### src/rtl/uart_pkg.sv
// Shared state encoding, parity-mode constants and bit-timing helper for the UART receiver.
// Latency: none (declarations only). Backpressure: none.
// The optional output FIFO (macro UART_RX_FIFO_EN) is selected in uart_rx_param, not here.
package uart_pkg;

    typedef enum logic [2:0] {
        ST_IDLE,
        ST_START,
        ST_DATA,
        ST_PARITY,
        ST_STOP,
        ST_BREAK
    } rx_state_t;

    localparam int PAR_NONE = 0;
    localparam int PAR_EVEN = 1;
    localparam int PAR_ODD  = 2;

    function automatic int clks_per_bit(input int clk_hz, input int baud);
        return clk_hz / baud;
    endfunction

endpackage

### src/rtl/uart_rx_fifo.sv
// First-word-fall-through synchronous FIFO holding received words with their error flags.
// Latency: a write is visible on rd_dat / !empty the cycle after it is accepted.
// Backpressure: writes are refused when full unless a read frees a slot in the same cycle.
module uart_rx_fifo
#(
    parameter int WIDTH = 10,
    parameter int DEPTH = 4
) (
    input  logic             clk,
    input  logic             rst,
    input  logic             wr_en,
    input  logic [WIDTH-1:0] wr_dat,
    input  logic             rd_en,
    output logic [WIDTH-1:0] rd_dat,
    output logic             full,
    output logic             empty
);

    localparam int AW = (DEPTH > 1) ? $clog2(DEPTH) : 1;
    localparam logic [AW:0] FULL_CNT = (AW+1)'(DEPTH);

    logic [WIDTH-1:0] mem [DEPTH];
    logic [AW-1:0]    wr_ptr;
    logic [AW-1:0]    rd_ptr;
    logic [AW:0]      count;
    logic             do_wr;
    logic             do_rd;

    assign empty  = (count == '0);
    assign full   = (count == FULL_CNT);
    assign do_rd  = rd_en && !empty;
    // A read in the same cycle frees the slot, so a full FIFO can still take the write.
    assign do_wr  = wr_en && (!full || do_rd);
    assign rd_dat = mem[rd_ptr];

    always_ff @(posedge clk) begin
        if (rst) begin
            for (int i = 0; i < DEPTH; i++) begin
                mem[i] <= '0;
            end
            wr_ptr <= '0;
            rd_ptr <= '0;
            count  <= '0;
        end else begin
            if (do_wr) begin
                mem[wr_ptr] <= wr_dat;
                wr_ptr      <= wr_ptr + AW'(1);
            end
            if (do_rd) begin
                rd_ptr <= rd_ptr + AW'(1);
            end
            case ({do_wr, do_rd})
                2'b10:   count <= count + (AW+1)'(1);
                2'b01:   count <= count - (AW+1)'(1);
                default: count <= count;
            endcase
        end
    end

endmodule

### src/rtl/uart_rx_param.sv
// Parametrised UART receiver: mid-bit sampling of data/parity/stop bits into a valid/ready stream.
// Latency: 3 clk line-to-start-detect; word valid 2 clk after the last stop-bit sample.
// Backpressure: holding register (or FIFO with UART_RX_FIFO_EN); a word arriving to full storage is dropped with an overrun pulse.
module uart_rx_param
    import uart_pkg::*;
#(
    parameter int CLK_HZ     = 100_000_000,
    parameter int BAUD       = 115_200,
    parameter int DATA_BITS  = 8,
    parameter int PARITY     = 0,
    parameter int STOP_BITS  = 1,
    parameter int FIFO_DEPTH = 4
) (
    input  logic                 CLK,
    input  logic                 RST,
    input  logic                 UART_RX,
    output logic [DATA_BITS-1:0] rx_data,
    output logic                 rx_valid,
    input  logic                 rx_ready,
    output logic                 frame_err,
    output logic                 parity_err,
    output logic                 overrun
);

    localparam int CPB = clks_per_bit(CLK_HZ, BAUD);
    localparam int TW  = $clog2(CPB);
    localparam int BW  = $clog2(DATA_BITS);
    localparam int W   = DATA_BITS + 2;

    localparam logic [TW-1:0] T_FULL    = TW'(CPB - 1);
    localparam logic [TW-1:0] T_HALF    = TW'(CPB / 2 - 1);
    localparam logic [BW-1:0] LAST_BIT  = BW'(DATA_BITS - 1);
    localparam logic          STOP_LAST = (STOP_BITS == 2);
    localparam logic          ODD_PAR   = (PARITY == PAR_ODD);

    generate
        if (CPB < 4) begin : g_bad_cpb
            $error("uart_rx_param: CLK_HZ/BAUD must be at least 4");
        end
        if (DATA_BITS < 5 || DATA_BITS > 9) begin : g_bad_data_bits
            $error("uart_rx_param: DATA_BITS must be 5..9");
        end
        if (PARITY < 0 || PARITY > 2) begin : g_bad_parity
            $error("uart_rx_param: PARITY must be 0, 1 or 2");
        end
        if (STOP_BITS < 1 || STOP_BITS > 2) begin : g_bad_stop_bits
            $error("uart_rx_param: STOP_BITS must be 1 or 2");
        end
        if (FIFO_DEPTH < 2 || (FIFO_DEPTH & (FIFO_DEPTH - 1)) != 0) begin : g_bad_depth
            $error("uart_rx_param: FIFO_DEPTH must be a power of two >= 2");
        end
    endgenerate

    // Two synchroniser flops plus a history flop for edge detection; all reset to idle-high.
    logic line_s1;
    logic line_sync;
    logic line_hist;

    always_ff @(posedge CLK) begin
        if (RST) begin
            line_s1   <= 1'b1;
            line_sync <= 1'b1;
            line_hist <= 1'b1;
        end else begin
            line_s1   <= UART_RX;
            line_sync <= line_s1;
            line_hist <= line_sync;
        end
    end

    rx_state_t            state;
    logic [TW-1:0]        timer;
    logic [BW-1:0]        bit_cnt;
    logic                 stop_cnt;
    logic [DATA_BITS-1:0] shift;
    logic                 ferr;
    logic                 perr;
    logic                 push_vld;
    logic [W-1:0]         push_dat;

    always_ff @(posedge CLK) begin
        if (RST) begin
            state    <= ST_IDLE;
            timer    <= '0;
            bit_cnt  <= '0;
            stop_cnt <= 1'b0;
            shift    <= '0;
            ferr     <= 1'b0;
            perr     <= 1'b0;
            push_vld <= 1'b0;
            push_dat <= '0;
        end else begin
            push_vld <= 1'b0;
            case (state)
                ST_IDLE: begin
                    if (line_hist && !line_sync) begin
                        state <= ST_START;
                        timer <= T_HALF;
                    end
                end
                ST_START: begin
                    if (timer != '0) begin
                        timer <= timer - TW'(1);
                    end else if (line_sync) begin
                        state <= ST_IDLE;
                    end else begin
                        state   <= ST_DATA;
                        timer   <= T_FULL;
                        bit_cnt <= '0;
                        ferr    <= 1'b0;
                        perr    <= 1'b0;
                    end
                end
                ST_DATA: begin
                    if (timer != '0) begin
                        timer <= timer - TW'(1);
                    end else begin
                        timer <= T_FULL;
                        shift <= {line_sync, shift[DATA_BITS-1:1]};
                        if (bit_cnt == LAST_BIT) begin
                            bit_cnt  <= '0;
                            stop_cnt <= 1'b0;
                            state    <= (PARITY == PAR_NONE) ? ST_STOP : ST_PARITY;
                        end else begin
                            bit_cnt <= bit_cnt + BW'(1);
                        end
                    end
                end
                ST_PARITY: begin
                    if (timer != '0) begin
                        timer <= timer - TW'(1);
                    end else begin
                        timer <= T_FULL;
                        perr  <= line_sync ^ (^shift) ^ ODD_PAR;
                        state <= ST_STOP;
                    end
                end
                ST_STOP: begin
                    if (timer != '0) begin
                        timer <= timer - TW'(1);
                    end else begin
                        timer <= T_FULL;
                        if (stop_cnt == STOP_LAST) begin
                            stop_cnt <= 1'b0;
                            push_vld <= 1'b1;
                            push_dat <= {shift, ferr | !line_sync, perr};
                            state    <= (ferr || !line_sync) ? ST_BREAK : ST_IDLE;
                        end else begin
                            stop_cnt <= 1'b1;
                            ferr     <= ferr | !line_sync;
                        end
                    end
                end
                ST_BREAK: begin
                    // Wait out a held-low line so it cannot look like a new start edge.
                    if (line_sync) begin
                        state <= ST_IDLE;
                    end
                end
                default: state <= ST_IDLE;
            endcase
        end
    end

    logic [W-1:0] out_word;
    logic         ovr_q;

    assign rx_data    = out_word[W-1:2];
    assign frame_err  = out_word[1];
    assign parity_err = out_word[0];
    assign overrun    = ovr_q;

`ifdef UART_RX_FIFO_EN
    logic fifo_full;
    logic fifo_empty;

    uart_rx_fifo #(
        .WIDTH (W),
        .DEPTH (FIFO_DEPTH)
    ) u_fifo (
        .clk    (CLK),
        .rst    (RST),
        .wr_en  (push_vld),
        .wr_dat (push_dat),
        .rd_en  (rx_ready),
        .rd_dat (out_word),
        .full   (fifo_full),
        .empty  (fifo_empty)
    );

    assign rx_valid = !fifo_empty;

    always_ff @(posedge CLK) begin
        if (RST) begin
            ovr_q <= 1'b0;
        end else begin
            ovr_q <= push_vld && fifo_full && !rx_ready;
        end
    end
`else
    logic hold_vld;

    assign rx_valid = hold_vld;

    always_ff @(posedge CLK) begin
        if (RST) begin
            out_word <= '0;
            hold_vld <= 1'b0;
            ovr_q    <= 1'b0;
        end else begin
            ovr_q <= 1'b0;
            if (push_vld && hold_vld && !rx_ready) begin
                ovr_q <= 1'b1;
            end else if (push_vld) begin
                out_word <= push_dat;
                hold_vld <= 1'b1;
            end else if (hold_vld && rx_ready) begin
                hold_vld <= 1'b0;
            end
        end
    end
`endif

endmodule

### config.mk
export PLATFORM = sky130hd
export DESIGN_NAME = uart_rx_param
export DESIGN_NICKNAME = d
export VERILOG_FILES = /design/src/rtl/uart_pkg.sv /design/src/rtl/uart_rx_fifo.sv /design/src/rtl/uart_rx_param.sv
export SDC_FILE = /design/constraint.sdc
export NUM_CORES = 1
export LEC_CHECK = 0
export ABC_AREA = 1
export CAP_MARGIN = 20
export CORE_ASPECT_RATIO = 1.2
export CORE_MARGIN = 2
export CORE_UTILIZATION = 52
export CTS_CLUSTER_DIAMETER = 30
export DETAILED_ROUTE_END_ITERATION = 10
export GPL_ROUTABILITY_DRIVEN = 1
export PLACE_DENSITY = 0.75
export SETUP_SLACK_MARGIN = 0.5
export SYNTH_ARGS = -nofsm -noshare
export SYNTH_HDL_FRONTEND = slang
export SYNTH_SLANG_ARGS = --single-unit
### constraint.sdc
create_clock -name CLK -period 1.5 [get_ports CLK]
set_input_delay 0.15 -clock CLK [delete_from_list [all_inputs] [get_ports CLK]]
set_output_delay 0.15 -clock CLK [all_outputs]
set_load 0.05 [all_outputs]
==> results of run 1 <==
[layer usage]
layer / track usage, % / wire length [um]
met5: 0 / 0
met1: 26.5 / 2360
met4: 10.0 / 138
met2: 35.4 / 2700
met3: 4.49 / 232
[per-stage QoR]
step | hold slack (ns) | instances | util [%] | power, W | setup slack (ns)
3_5_place_dp | 0.399 | 396 | 60.1 | 0.00334 | 0.0805
5_1_grt | 0.398 | 422 | 72.6 | 0.00541 | 0.00827
3_3_place_gp | 0.391 | 396 | 60.1 | 0.00333 | 0.0790
2_1_floorplan | 0.254 | 328 | - | 0.00300 | 0.213
4_1_cts | 0.387 | 416 | 68.5 | 0.00476 | 0.117
6_report | 0.388 | 422 | 72.6 | 0.00508 | 0.0635
[cell usage after synthesis (all sizes together) (2+ instances only)]
cell type and instances:
nand2 73, dfxtp 52, nor2 52, inv 40, a21oi 38, o21ai 32
nand3 17, clkbuf 5, xor2 4, buf 3, ha 3, clkinv 2
nor3 2, or2 2
[logic make-up (layout without fill, tap and decap cells)]
logic type / Yosys count / count (layout) / synth area share [%]
DFF: 52 / 52 / 44.4
xor gates and xnor gates: 4 / 4 / 1.49
adders and majority gates: 3 / 3 / 1.60
AOI/OAI and AO/OA: 72 / 72 / 15.9
and+or+nand+nor: 147 / 150 / 27.7
buffers and inverters: 50 / 85 / 8.86
[what timing repair did]
item                                    CTS  global route
setup buffers                            10             3
pin swaps                                19            11
hold endpoints to repair                  0             0
endpoints found under the setup margin   58            53
cloned                                    2             3
gates resized for setup                  53            53
[state kept, by name, indices dropped and copies added (netlist names)]
name and cells:
bit_cnt 3, ferr 1, line_hist 1, line_s1 1, line_sync 1, out_word 10, overrun 1, perr 1
push_dat 10, push_vld 1, rx_valid 1, shift 8, state 3, timer 10
[how the worst min path moves through the flow]
stage	slack (ns)	to
3_3_place_gp	0.39	line_sync$_SDFF_PP1_
6_report	0.39	line_s1$_SDFF_PP1_
2_1_floorplan	0.25	line_s1$_SDFF_PP1_
5_1_grt	0.40	line_s1$_SDFF_PP1_
3_5_place_dp	0.40	line_sync$_SDFF_PP1_
4_1_cts	0.39	line_s1$_SDFF_PP1_
[power breakdown]
group | internal, W | total [W] | leakage (nW) | switching (W)
sequential | 0.00151 | 0.00163 | 0.431 | 0.000122
combinational | 0.00103 | 0.00260 | 0.843 | 0.00157
clock | 0.000341 | 0.000847 | 0.0452 | 0.000506
total | 0.00288 | 0.00508 | 1.32 | 0.00220
[area by class of cell]
class,instances,area (um2)
Clock buffer,5,68.8
Clock inverter,3,25.0
Fill cell,338,1180
Tap cell,56,70.1
Multi-Input combinational cell,229,1370
Timing Repair Buffer,33,317
Sequential cell,52,1070
Timing Repair inverter,2,20.0
Inverter,42,175
==> impl_metrics.py, run 1 <==
metrics = {
    "place": {
        "portBuffers": 15,
        "hpwl_um": 3200,
        "place_area_um2": 2580,
        "gp_congestion": 0.892,
    },
    "critical_path": {
        "crit_required_ns": 1.70,
        "reg2reg_from": "timer[1]$_SDFFE_PP0P_",
        "worstRegToRegCells": 9,
        "worstSetupPathType": "register to register",
        "crit_slowest_cell": "dfxtp_2",
        "cp.depth": 9,
        "critPathBufInv": 1,
        "rrSetupSlack_ns": 0.06,
        "max_stage_delay_ns": 0.34,
        "worstPathArrival_ns": 1.64,
        "cp_top_family": "simple AND/OR/NAND/NOR gates",
        "crit_chain": "inv_2 > ha_4 > nand3_4 > nor2_8 > nand2_4 > nand2_4 > nand2_2 > nand2_2 > a21oi_2",
        "setup.worst_path.end_class": "register",
        "crit_fanout": 7,
        "startpoint_type": "register",
        "startpoint": "timer[1]$_SDFFE_PP0P_",
        "endpoint": "timer[8]$_SDFFE_PP0P_",
        "r2r-end": "timer[8]$_SDFFE_PP0P_",
    },
    "clock_network": {
        "clk_pin_slew_ns": 0.10,
        "hold_buffers": 0,
        "clock-sinks": 52,
        "cts_tree": "done",
        "insertion_delay_ns": 0.31,
        "cts_buffers": 5,
        "cts_htree_levels": 2,
        "cts_root_buffer": "clkbuf_8",
        "clk_path_buf_depth": 2,
    },
    "route": {
        "drc_errors": 0,
        "wl_per_cell_um": 12.9,
        "num_vias": 2190,
        "postRouteAntennaNets": 0,
        "vias_per_cell": 5.19,
        "drt-total-wl_um": 5430,
        "dr.pass1.iters": 4,
        "drt-initial-drc-count": 135,
    },
    "worst_hold_path": {
        "hold_depth": 2,
        "hold_path.class": "input port to register",
        "hp-start": "UART_RX",
    },
    "logic_synthesis": {
        "synthArstFlopShare_pct": 0,
        "synth_seq_area_share_pct": 44.4,
        "synthCells": 328,
        "synth_top_area_cell": "dfxtp_1",
        "synth-edff-count": 0,
        "yosys-top-cells-area": "dfxtp_1 (44%), nand2_1 (11%), a21oi_1 (7.9%)",
        "yosysTopAreaCellShare_pct": 44.4,
        "synthesis.nets": 335,
        "ys_warn_count": 0,
        "yosysUniqueCellTypes": 28,
        "avgSynthCellArea_um2": 7.14,
        "ys_seq_elements": 52,
        "ys.flop_type": "dfxtp_1",
        "syn_area_um2": 2340,
    },
    "die": {
        "start_util_pct": 54.6,
        "coreArea_um2": 4290,
        "pin_count": 16,
        "rows": 26,
        "die_y_um": 77.5,
        "die_x_um": 65.3,
        "fp.dieArea_um2": 5060,
    },
    "timing": {
        "skew_ns": 0.00963,
        "finalSetupViolCount": 0,
        "slew_headroom_pct": 73.9,
        "tightest_slew_ns": 0.390,
        "finalCritPeriodShare_pct": 95.8,
        "slew_viol_final": 0,
        "rsz0062_at_grt": "true",
        "setup_tns_ns": 0,
        "max_freq_mhz": 696,
        "min_period_ns": 1.44,
        "hold_violations": 0,
    },
    "global_route": {
        "antenna_found_initial": 0,
        "grt_pass1_vias": 1991,
        "grtUsageTotal_pct": 21.5,
        "grt_pass1_wl_um": 8610,
        "grt_max_degree": 36,
        "grt_remaining_overflow": 0,
    },
    "power_and_ir_drop": {
        "power.density_nw_per_um2": 1630,
        "worst_ir_drop_vdd_v": 0.00109,
        "power.leakage_nw": 1.32,
    },
    "run_status": {
        "status": "completed",
    },
    "finish": {
        "layout_common_cells": "nand2_1 (54), nor2_1 (40), inv_1 (34), dfxtp_1 (31), a21oi_1 (25)",
        "final_cell_area_um2": 3120,
        "drive_above_1_share_pct": 35.8,
        "final_common_cell": "nand2_1",
        "nets": 372,
        "antenna_cells": 0,
        "syn2layout_area_growth_pct": 32.9,
    },
    "flow_run": {
        "cap_violations": 0,
    },
}
Note: power is estimated with default switching activity, not from simulation.
==> run 2, diff against run 1 <==
- CTS_CLUSTER_SIZE: default -> 8
==> results of run 2 <==
No change in the layout: final DEF, timing and power equal those of run 1.
==> run 3, diff against run 2 <==
- RECOVER_POWER: default -> 50
==> impl_metrics.py, run 3 (synthesis results as in run 1) <==
metrics = {
    "run_status": {
        "status": "completed",
    },
    "global_route": {
        "grt_pass1_vias": 1991,
        "grt_max_degree": 36,
        "grtUsageTotal_pct": 21.5,
        "grt_pass1_wl_um": 8610,
        "antenna_found_initial": 0,
        "grt_remaining_overflow": 0,
    },
    "route": {
        "drt-total-wl_um": 5480,
        "wl_per_cell_um": 13.0,
        "dr.pass1.iters": 4,
        "vias_per_cell": 5.23,
        "drc_errors": 0,
        "postRouteAntennaNets": 0,
        "drt-initial-drc-count": 143,
        "num_vias": 2205,
    },
    "finish": {
        "post-route-util_pct": 70.4,
        "final_common_cell": "nand2_1",
        "drive_above_1_share_pct": 32.0,
        "antenna_cells": 0,
        "reg.largest.list": "out_word: 10 flops, push_dat: 10 flops, timer: 10 flops",
        "syn2layout_area_growth_pct": 28.9,
        "nets": 372,
        "final_cell_area_um2": 3020,
        "layout_common_cells": "nand2_1 (54), nor2_1 (40), inv_1 (34), dfxtp_1 (33), a21oi_1 (25)",
    },
    "timing": {
        "slew_viol_final": 0,
        "finalSetupViolCount": 0,
        "skew_ns": 0.00929,
        "rsz0062_at_grt": "true",
        "min_period_ns": 1.43,
        "layout_setup_ws_ns": 0.0681,
        "tightest_slew_ns": 0.625,
        "setup_tns_ns": 0,
        "finalCritPeriodShare_pct": 95.5,
        "slew_headroom_pct": 58.5,
        "hold_violations": 0,
        "max_freq_mhz": 698,
    },
    "place": {
        "post-place-ws_ns": 0.0805,
        "place_area_um2": 2580,
        "portBuffers": 15,
        "hpwl_um": 3200,
        "gp_congestion": 0.892,
    },
    "clock_network": {
        "cts_root_buffer": "clkbuf_8",
        "clock-sinks": 52,
        "cts_tree": "done",
        "insertion_delay_ns": 0.31,
        "hold_buffers": 0,
        "cts_htree_levels": 2,
        "clk_path_buf_depth": 2,
        "cts_buffers": 5,
        "clk_pin_slew_ns": 0.10,
    },
    "critical_path": {
        "crit_required_ns": 1.75,
        "worstPathArrival_ns": 1.68,
        "startpoint_type": "register",
        "setup.worst_path.end_class": "register",
        "worstSetupPathType": "register to register",
        "crit_fanout": 7,
    },
    "power_and_ir_drop": {
        "switching_power_w": 0.00219,
        "pwr-share-seq_pct": 32.3,
        "power_switching_share_pct": 43.2,
        "clkPwrFrac_pct": 16.8,
        "power.leakage_nw": 1.27,
        "internal_power_w": 0.00287,
        "power.density_nw_per_um2": 1670,
        "total_power_w": 0.00505,
        "combPwrFrac_pct": 50.9,
        "worst_ir_drop_vdd_v": 0.00107,
    },
    "die": {
        "rows": 26,
        "coreArea_um2": 4290,
        "fp.dieArea_um2": 5060,
        "die_y_um": 77.5,
        "start_util_pct": 54.6,
        "pin_count": 16,
        "die_x_um": 65.3,
    },
    "flow_run": {
        "cap_violations": 0,
    },
    "worst_hold_path": {
        "hold_path.class": "input port to register",
    },
}
[run 3: changes by cell type in the layout (fill, tap and decap cells not counted), moves of 2 or more]
cell / before / now
clkbuf_1: 0 / 12
buf_6: 11 / 1
buf_4: 17 / 15
dfxtp_1: 31 / 33
dfxtp_2: 19 / 17
[run 3: layout make-up]
type	instances	area, um2
Timing Repair Buffer	33	234
Clock inverter	3	25.0
Tap cell	56	70.1
Inverter	42	175
Sequential cell	52	1070
Multi-Input combinational cell	229	1360
Timing Repair inverter	2	20.0
Clock buffer	5	68.8
Fill cell	363	1270
[run 3: metal layers]
metal	track usage (%)	wire length, um	up-vias
met4	10.0	132	0
met2	35.4	2690	48
met3	4.49	237	11
met5	0	0	-
met1	26.5	2420	1026
li1	-	-	1120
[run 3: worst paths after layout]
check | cells past startpoint | startpoint | end | slack [ns]
max reg2reg | 8 | timer[1]$_SDFFE_PP0P_ | push_dat[5]$_SDFFE_PP0P_ | 0.07
max | 8 | timer[1]$_SDFFE_PP0P_ | push_dat[5]$_SDFFE_PP0P_ | 0.07
min | 2 | UART_RX | line_s1$_SDFF_PP1_ | 0.39
min reg2reg | 1 | line_s1$_SDFF_PP1_ | line_sync$_SDFF_PP1_ | 0.42
[run 3: power groups by stage]
stage | Combinational, W | Sequential (W) | Clock [W]
final | 0.00257 | 0.00163 | 0.000849
after global routing | 0.00282 | 0.00165 | 0.000917
after CTS | 0.00227 | 0.00162 | 0.000867
after detailed placement | 0.00170 | 0.00163 | 0
after global placement | 0.00170 | 0.00163 | 0
after floorplan | 0.00138 | 0.00162 | 0
[run 3: through the flow]
| stage | instances | hold slack [ns] |
|---|---|---|
| CTS | 416 | 0.387 |
| global placement | 396 | 0.391 |
| detailed placement | 396 | 0.399 |
| floorplan | 328 | 0.254 |
| finish | 422 | 0.387 |
| global route | 422 | 0.398 |
[run 3: repair_timing]
item                       CTS  global route
setup buffers               10             3
gates resized for setup     53            53
setup endpoints to repair   58            53
cloned                       2             3
pin swaps                   19            11
[run 3: worst max-delay path, stage by stage, from the launching register on]
cell     delay (ns)
dfxtp_1        0.33
inv_2          0.08
ha_4           0.15
nand3_4        0.12
nor2_8         0.23
nand2_4        0.20
inv_8          0.11
o21ai_2        0.05
a21oi_1        0.11
